[src/rtl/cpu_bus_target_pkg.sv]
// cpu_bus_pkg: shared constants and types for the CPU bus responder.
// Holds the decoded address map, the access FSM state encoding, the
// read-source select used between the decode clock and the data clock,
// and the bit positions of the five interrupt sources in IE/IF.
package cpu_bus_pkg;

  localparam logic [15:0] HRAM_BASE  = 16'hFF80;
  localparam logic [15:0] IF_ADDR    = 16'hFF0F;
  localparam logic [15:0] IE_ADDR    = 16'hFFFF;
  localparam logic [15:0] BOOT_ADDR  = 16'hFF50;
  localparam logic [7:0]  OPEN_BUS   = 8'hFF;
  localparam int          HRAM_DEPTH = 127;

  // Interrupt bit positions within IE[4:0] / IF[4:0]
  localparam int IRQ_VBLANK = 0;
  localparam int IRQ_STAT   = 1;
  localparam int IRQ_TIMER  = 2;
  localparam int IRQ_SERIAL = 3;
  localparam int IRQ_JOYPAD = 4;

  typedef enum logic [1:0] {
    IDLE    = 2'd0,
    RD_DATA = 2'd1,
    WR_DONE = 2'd2
  } state_e;

  // Which source drives din on the clock after a read is decoded
  typedef enum logic [2:0] {
    SRC_EXT  = 3'd0,
    SRC_HRAM = 3'd1,
    SRC_IF   = 3'd2,
    SRC_IE   = 3'd3,
    SRC_BOOT = 3'd4
  } src_e;

endpackage

[src/rtl/cpu_bus_target_if.sv]
// cpu_bus_target_if: CPU-side bus between the CPU core and the responder.
//   a    : 16-bit address          dout : CPU write data
//   rd   : read strobe             wr   : write strobe
//   din  : read data back to the CPU
// master modport is the CPU, slave modport is cpu_bus_target.
interface cpu_bus_target_if;
  logic [15:0] a;
  logic [7:0]  dout;
  logic        rd;
  logic        wr;
  logic [7:0]  din;

  modport master (output a, output dout, output rd, output wr, input din);
  modport slave  (input a, input dout, input rd, input wr, output din);
endinterface

[src/rtl/cpu_bus_target_hram.sv]
// cpu_bus_hram: 127x8 single-port synchronous RAM, one-clock read latency.
//   clk   : clock              we    : write enable
//   re    : read enable        addr  : word address 0..126
//   wdata : write data         rdata : read data, valid the clock after re
// Contents are intentionally not reset.
module cpu_bus_hram
  import cpu_bus_pkg::*;
(
  input  logic       clk,
  input  logic       we,
  input  logic       re,
  input  logic [6:0] addr,
  input  logic [7:0] wdata,
  output logic [7:0] rdata
);

  logic [7:0] mem_q [HRAM_DEPTH];
  logic [7:0] rdata_q;

  // Storage array write and registered read port
  always_ff @(posedge clk) begin
    if (we) begin
      mem_q[addr] <= wdata;
    end
    if (re) begin
      rdata_q <= mem_q[addr];
    end
  end

  assign rdata = rdata_q;

endmodule

[src/rtl/cpu_bus_target.sv]
// cpu_bus_target: responder for the CPU bus.
// Decodes each rd/wr strobe edge, serves HRAM (FF80-FFFE), IF (FF0F) and
// IE (FFFF) locally and forwards every other address to external logic
// through one-clock ext_rd / ext_wr strobes. Read data appears on din two
// clocks after rd rises and holds until the next read.
// Ports:
//   clk, rst_n           : clock, asynchronous active-low reset
//   bus (slave)          : a, dout, rd, wr in; din out
//   ext_rd/ext_wr        : one-clock strobes for external addresses
//   ext_a/ext_wdata      : registered external address / write data
//   ext_rdata/ext_hit    : external read data and claim
//   irq_req/irq_ack      : interrupt set pulses / one-hot clears
//   irq_pending          : registered IE[4:0] & IF[4:0]
//   boot_off             : sticky boot-ROM disable (BOOT_LOCK_EN builds only)
// Build option: define BOOT_LOCK_EN to map the boot lock register at FF50.
module cpu_bus_target
  import cpu_bus_pkg::*;
(
  input  logic        clk,
  input  logic        rst_n,
  cpu_bus_target_if.slave bus,
  output logic        ext_rd,
  output logic        ext_wr,
  output logic [15:0] ext_a,
  output logic [7:0]  ext_wdata,
  input  logic [7:0]  ext_rdata,
  input  logic        ext_hit,
  input  logic [4:0]  irq_req,
  input  logic [4:0]  irq_ack,
  output logic [4:0]  irq_pending
`ifdef BOOT_LOCK_EN
  ,
  output logic        boot_off
`endif
);

  state_e      state_q, state_d;
  src_e        src_q, src_d;
  logic        rd_q, wr_q;
  logic [7:0]  din_q, din_d;
  logic [7:0]  ie_q, ie_d;
  logic [4:0]  if_q, if_d;
  logic [4:0]  pend_q, pend_d;
  logic        ext_rd_q, ext_rd_d, ext_wr_q, ext_wr_d;
  logic [15:0] ext_a_q, ext_a_d;
  logic [7:0]  ext_wdata_q, ext_wdata_d;
  logic        boot_off_q, boot_off_d;

  logic        rd_go_s, wr_go_s;
  logic        is_hram_s, is_if_s, is_ie_s, is_boot_s, is_ext_s;
  logic [6:0]  hram_addr_s;
  logic [7:0]  hram_rdata_s;

  // Address decode and strobe edge detection; a write rise masks a read rise
  always_comb begin
    wr_go_s     = bus.wr & ~wr_q;
    rd_go_s     = bus.rd & ~rd_q & ~wr_go_s;
    is_hram_s   = (bus.a >= HRAM_BASE) && (bus.a <= (HRAM_BASE + 16'd126));
    is_if_s     = (bus.a == IF_ADDR);
    is_ie_s     = (bus.a == IE_ADDR);
`ifdef BOOT_LOCK_EN
    is_boot_s   = (bus.a == BOOT_ADDR);
`else
    is_boot_s   = 1'b0;
`endif
    is_ext_s    = ~(is_hram_s | is_if_s | is_ie_s | is_boot_s);
    // HRAM_BASE is 128-aligned, so only the low seven bits matter
    hram_addr_s = bus.a[6:0] - HRAM_BASE[6:0];
  end

  cpu_bus_hram u_hram (
    .clk   (clk),
    .we    (wr_go_s & is_hram_s),
    .re    (rd_go_s & is_hram_s),
    .addr  (hram_addr_s),
    .wdata (bus.dout),
    .rdata (hram_rdata_s)
  );

  // FSM next state, register updates and read data selection
  always_comb begin
    state_d     = IDLE;
    src_d       = src_q;
    din_d       = din_q;
    ie_d        = ie_q;
    if_d        = if_q;
    ext_rd_d    = 1'b0;
    ext_wr_d    = 1'b0;
    ext_a_d     = ext_a_q;
    ext_wdata_d = ext_wdata_q;
    boot_off_d  = boot_off_q;

    if (wr_go_s) begin
      state_d = WR_DONE;
    end else if (rd_go_s) begin
      state_d = RD_DATA;
    end else begin
      state_d = IDLE;
    end

    if (rd_go_s) begin
      if (is_hram_s)      src_d = SRC_HRAM;
      else if (is_if_s)   src_d = SRC_IF;
      else if (is_ie_s)   src_d = SRC_IE;
      else if (is_boot_s) src_d = SRC_BOOT;
      else                src_d = SRC_EXT;
    end else begin
      src_d = src_q;
    end

    if (wr_go_s && is_ie_s) begin
      ie_d = bus.dout;
    end else begin
      ie_d = ie_q;
    end

    if (wr_go_s && is_boot_s && (bus.dout != 8'h00)) begin
      boot_off_d = 1'b1;
    end else begin
      boot_off_d = boot_off_q;
    end

    // IF priority, lowest first: hold, CPU write, ack clear, request set
    if (wr_go_s && is_if_s) begin
      if_d = bus.dout[4:0];
    end else begin
      if_d = if_q;
    end
    if_d = (if_d & ~irq_ack) | irq_req;

    if (is_ext_s && (wr_go_s || rd_go_s)) begin
      ext_a_d  = bus.a;
      ext_rd_d = rd_go_s;
      ext_wr_d = wr_go_s;
    end else begin
      ext_a_d  = ext_a_q;
    end
    if (is_ext_s && wr_go_s) begin
      ext_wdata_d = bus.dout;
    end else begin
      ext_wdata_d = ext_wdata_q;
    end

    case (state_q)
      RD_DATA: begin
        case (src_q)
          SRC_HRAM: din_d = hram_rdata_s;
          SRC_IF:   din_d = {3'b111, if_q};
          SRC_IE:   din_d = ie_q;
          SRC_BOOT: din_d = {7'h7F, boot_off_q};
          SRC_EXT:  din_d = ext_hit ? ext_rdata : OPEN_BUS;
          default:  din_d = OPEN_BUS;
        endcase
      end
      IDLE:    din_d = din_q;
      WR_DONE: din_d = din_q;
      default: din_d = din_q;
    endcase

    pend_d = ie_d[4:0] & if_d;
  end

  // State and output registers
  always_ff @(posedge clk or negedge rst_n) begin
    if (!rst_n) begin
      state_q     <= IDLE;
      src_q       <= SRC_EXT;
      rd_q        <= 1'b0;
      wr_q        <= 1'b0;
      din_q       <= OPEN_BUS;
      ie_q        <= 8'h00;
      if_q        <= 5'h00;
      pend_q      <= 5'h00;
      ext_rd_q    <= 1'b0;
      ext_wr_q    <= 1'b0;
      ext_a_q     <= 16'h0000;
      ext_wdata_q <= 8'h00;
      boot_off_q  <= 1'b0;
    end else begin
      state_q     <= state_d;
      src_q       <= src_d;
      rd_q        <= bus.rd;
      wr_q        <= bus.wr;
      din_q       <= din_d;
      ie_q        <= ie_d;
      if_q        <= if_d;
      pend_q      <= pend_d;
      ext_rd_q    <= ext_rd_d;
      ext_wr_q    <= ext_wr_d;
      ext_a_q     <= ext_a_d;
      ext_wdata_q <= ext_wdata_d;
      boot_off_q  <= boot_off_d;
    end
  end

  assign bus.din     = din_q;
  assign ext_rd      = ext_rd_q;
  assign ext_wr      = ext_wr_q;
  assign ext_a       = ext_a_q;
  assign ext_wdata   = ext_wdata_q;
  assign irq_pending = pend_q;
`ifdef BOOT_LOCK_EN
  assign boot_off    = boot_off_q;
`endif

endmodule
[src/flat_wrapper.sv]
// flat-port wrapper written by rule: the top's interface ports become plain ports
module cpu_bus_target_flat import cpu_bus_pkg::*;
  (clk, rst_n, ext_rd, ext_wr, ext_a, ext_wdata, ext_rdata, ext_hit, irq_req, irq_ack, irq_pending, bus_a, bus_dout, bus_rd, bus_wr, bus_din);
  cpu_bus_target_if bus_i ();
  input  logic clk;
  input  logic rst_n;
  output logic ext_rd;
  output logic ext_wr;
  output logic [15:0] ext_a;
  output logic [7:0] ext_wdata;
  input  logic [7:0] ext_rdata;
  input  logic ext_hit;
  input  logic [4:0] irq_req;
  input  logic [4:0] irq_ack;
  output logic [4:0] irq_pending;
  input wire logic [$bits(bus_i.a)-1:0] bus_a;
  input wire logic [$bits(bus_i.dout)-1:0] bus_dout;
  input wire logic [$bits(bus_i.rd)-1:0] bus_rd;
  input wire logic [$bits(bus_i.wr)-1:0] bus_wr;
  output wire logic [$bits(bus_i.din)-1:0] bus_din;
  assign bus_i.a = bus_a;
  assign bus_i.dout = bus_dout;
  assign bus_i.rd = bus_rd;
  assign bus_i.wr = bus_wr;
  assign bus_din = bus_i.din;
  cpu_bus_target u_core (.clk(clk), .rst_n(rst_n), .bus(bus_i), .ext_rd(ext_rd), .ext_wr(ext_wr), .ext_a(ext_a), .ext_wdata(ext_wdata), .ext_rdata(ext_rdata), .ext_hit(ext_hit), .irq_req(irq_req), .irq_ack(irq_ack), .irq_pending(irq_pending));
endmodule
[config.mk]
export PLATFORM = sky130hd
export DESIGN_NAME = cpu_bus_target_flat
export DESIGN_NICKNAME = d
export VERILOG_FILES = /design/src/rtl/cpu_bus_target_pkg.sv /design/src/rtl/cpu_bus_target_if.sv /design/src/rtl/cpu_bus_target_hram.sv /design/src/rtl/cpu_bus_target.sv /design/src/flat_wrapper.sv
export SDC_FILE = /design/constraint.sdc
export NUM_CORES = 1
export LEC_CHECK = 0
export BUFFER_PORTS_ARGS = -buffer_cell sky130_fd_sc_hd__buf_2
export CORE_ASPECT_RATIO = 1.1
export CORE_MARGIN = 2
export CORE_UTILIZATION = 39
export DETAILED_ROUTE_END_ITERATION = 10
export SETUP_SLACK_MARGIN = 0.3
export SKIP_LAST_GASP = 1
export SYNTH_ARGS = -nofsm -noshare
export SYNTH_HDL_FRONTEND = slang
export SYNTH_SLANG_ARGS = --single-unit
[constraint.sdc]
create_clock -name clk -period 6.96 [get_ports clk]
set_input_delay 1.044 -clock clk [delete_from_list [all_inputs] [get_ports clk]]
set_output_delay 1.044 -clock clk [all_outputs]
set_load 0.05 [all_outputs]
==> summary.txt <==
Detailed routing
  – Remaining antenna violation count: 0
  – Drt first pass iters: 6
  – Initial DRC Count: about 3,300
  – Top Metal Used: met5
  – Vias: around 25,000
  – DRT met1 WL: 50.0 mm
  – Routed WL per cell: 30.2 um
  – Met3 WL: 12.3 mm
  – Drt drc: 0
  – WL final: ~120 mm
  – Routed wl met2: between 50 and 60 mm
  – Vias per inst: between 6 and 7

Clocking
  – Clk sinks: 1,082
  – Buffer count from post-CTS setup fixing: 0
  – Clock Path Buffers: 3
  – # H-tree levels: 3
  – Clk_lat worst skew: 0.71 ns
  – Clock Pin Slew Worst Setup and Hold Paths: ~0.060 ns
  – Clock root buffer: clkbuf_16
  – Post-CTS resize count: 0
  – Hold Buf Count CTS: 0
  – Total CTS buffers: 110
  – TritonCTS clock tree: built

Worst hold path
  – HP Class: flop to flop

Global route
  – Total gr overflow: 0
  – Tot GR Track Use: 0.216
  – Vias in the first global route: between 20,000 and 25,000
  – Initial antenna violation count: 2
  – Largest net degree at the start of global routing: 96
  – Global-route wire length before repair: ~180 mm

Cells and area
  – Fillers: 9,267
  – Most common cell after layout, fill and taps aside: edfxtp_1
  – Final net count: 2,603
  – Area Growth Syn to Fin: 12.8%
  – Most frequent cells in the layout: 1,024 x edfxtp_1, 208 x nor2_1, 119 x mux2_2, 114 x mux2i_1, 110 x clkbuf_16
  – Fin util: 0.443
  – Share of cells above drive strength 1: 0.200

Synth
  – EDFF count, synth: 1,024
  – Distinct cells, synth: approximately 70
  – Synth Flop Type: edfxtp_1
  – Seq/Total Area, Yosys: 0.753
  – Yosys warns: 0
  – Syn Inst Count: approximately 2,500
  – Post-synthesis average cell area: about 17 um^2
  – Syn nets: 2,519
  – #FFs+latches synth: 1,082
  – Area of the mapped netlist: between 40,000 and 50,000 um^2
  – Fraction of registers with async set or reset after synthesis: 0.0536

Worst setup path
  – CP Capture Type: flop
  – CP Data Required Time: roughly 7.4 ns
  – Critical-path top delay cell: nor4_1
  – Crit path DAT: around 5.0 ns
  – Crit-path cells: buf_8 > buf_4 > mux2_2 > a221oi_1 > o22ai_1 > nor2b_1 > nor4_1 > o311a_1 > o41ai_1
  – Setup Crit Path Kind: primary input to flop
  – CP Launch Type: primary input
  – CP max FO: between 80 and 90
  – Crit path largest cell delay: roughly 0.90 ns

Timing
  – Max-slew violations: 0
  – RSZ-0062 raised after global routing: no
  – Fin crit share: 0.656
  – Clock Skews: 0.0425 ns
  – Fmax achieved: ~220 MHz
  – Final hold vios: 0
  – Worst slew margin: 0.214
  – WHS: 0.475 ns
  – Fin Setup TNS: 0 ns
  – Measured slew at the worst slew-check pin: about 1.2 ns
  – Post-layout min period: approximately 4.6 ns
  – # setup viols final: 0

Status
  – Status: finished, final reports clean

Pwr
  – Pwr Total: roughly 14 mW
  – Maximum vdd drop: between 0.0002 and 0.00025 V
  – LEAKAGE: 15.5 nW
  – PD cells: ~300 nW/um^2

Floorplanning
  – # IOs: between 80 and 90
  – Die area: between 100,000 and 150,000 um^2
  – FP Rows: 127
  – Die span in y: 351 um
  – Starting Density: 0.393
  – Core Box Area: around 110,000 um^2
  – Die X: about 320 um

Job
  – # Max-Cap Violations: 0

Place
  – Port buffer count: 85
  – Routability Congestion: 0.900
  – DP Wirelength: 72.7 mm
-- final cells by class --
| type | instances | area (um^2) | share of cell area |
|---|---|---|---|
| clock inverters | 78 | 847 | 0.0175 |
| clock buffers | 128 | 2820 | 0.0584 |
| repair buffers | 140 | 927 | 0.0192 |
| multi-input cells | 1208 | 9650 | 0.200 |
| flip-flops and latches | 1082 | 32200 | 0.667 |
| well taps | 1419 | 1780 | 0.0368 |
| diodes | 2 | 5.00 | 0.000104 |
| inverters | 10 | 38.8 | 0.000804 |
-- state kept, by name (all words and copies together), names as in the netlist --
name / count
u_core.ext_wr: 1
u_core.src_q: 2
u_core.ext_a: 16
u_core.if_q: 5
u_core.u_hram.mem_q: 1016
u_core.rd_q: 1
u_core.ext_rd: 1
u_core.ie_q: 8
u_core.state_q: 2
u_core.irq_pending: 5
u_core.bus.din: 8
u_core.wr_q: 1
u_core.ext_wdata: 8
u_core.u_hram.rdata: 8
-- report_power, final --
group          internal [mW]  switching, mW
registers               7.16         0.0169
clock network           3.47           2.54
logic                  0.243          0.649
total                   10.9           3.21
-- per-stage QoR --
| step | worst slack [ns] | cells | cell area (um^2) |
|---|---|---|---|
| 6_report | 2.39 | 4067 | 48300 |
| 5_1_grt | 2.48 | 4065 | 48300 |
| 4_1_cts | 2.61 | 4065 | 48300 |
| 3_5_place_dp | 1.91 | 3859 | 44600 |
| 3_3_place_gp | 1.92 | 3859 | 44600 |
| 2_1_floorplan | 3.73 | 2468 | 42800 |
-- worst max-delay path: cells and delay by family --
family,cells,cell delay [ns]
buffers and inverters,2,1.32
multiplexers,1,0.41
AO/OA/AOI/OAI,4,1.01
AND/OR/NAND/NOR,2,1.05
-- Yosys cell counts, types with 7 or more instances --
cell | number | share of area
buf_6 | 10 | 0.0026
buf_2 | 62 | 0.0073
o22a_1 | 12 | 0.0025
inv_1 | 8 | 0.00070
o211ai_1 | 7 | 0.0012
mux2i_1 | 114 | 0.027
dfstp_2 | 8 | 0.0049
buf_4 | 35 | 0.0061
nand2_1 | 93 | 0.0082
nor2_1 | 210 | 0.018
a211oi_1 | 18 | 0.0032
a22o_1 | 15 | 0.0031
mux4_2 | 76 | 0.040
nand3_1 | 17 | 0.0020
o221ai_1 | 17 | 0.0035
a221oi_1 | 105 | 0.021
o21ai_0 | 79 | 0.0092
mux2_2 | 119 | 0.031
dfrtp_1 | 50 | 0.029
o2bb2ai_1 | 11 | 0.0023
and2_1 | 16 | 0.0023
nor3_1 | 15 | 0.0018
o21bai_1 | 8 | 0.0014
a21oi_1 | 80 | 0.0094
a22oi_1 | 53 | 0.0093
o22ai_1 | 22 | 0.0032
edfxtp_1 | 1024 | 0.72
a21o_1 | 8 | 0.0014
nand4_1 | 7 | 0.0010
clkbuf_1 | 54 | 0.0047
a31oi_1 | 11 | 0.0016
nor2b_1 | 11 | 0.0016
-- path summary, 6_finish.rpt --
path	start	to	slack, ns	cells past startpoint
max	bus_a[2]	u_core.u_hram.rdata[1]$_DFFE_PP_	2.39	9
max reg2reg	u_core.wr_q$_DFF_PN0_	u_core.u_hram.mem_q[120][3]$_DFFE_PP_	3.43	5
max in group asynchronous	rst_n	u_core.irq_pending[4]$_DFF_PN0_	5.99	2
min in group asynchronous	rst_n	u_core.ext_wr$_DFF_PN0_	0.49	2
min	u_core.ext_a[6]$_DFFE_PN0P_	u_core.ext_a[6]$_DFFE_PN0P_	0.48	2
min reg2reg	u_core.ext_a[6]$_DFFE_PN0P_	u_core.ext_a[6]$_DFFE_PN0P_	0.48	2
-- kinds of logic after synthesis --
group           after synthesis  share of synthesized area
compound gates              493                     0.0827
fa+ha+maj                     4                    0.00117
buf+inv                     178                     0.0227
flops                      1082                      0.753
mux                         313                      0.100
simple gates                398                     0.0400
-- layer usage --
metal	up-vias	GRT usage
met5	-	0
met4	4	0.0760
met3	214	0.0448
met2	1546	0.338
met1	12726	0.301
li1	10147	-
Note: power is estimated with default switching activity, not from simulation.
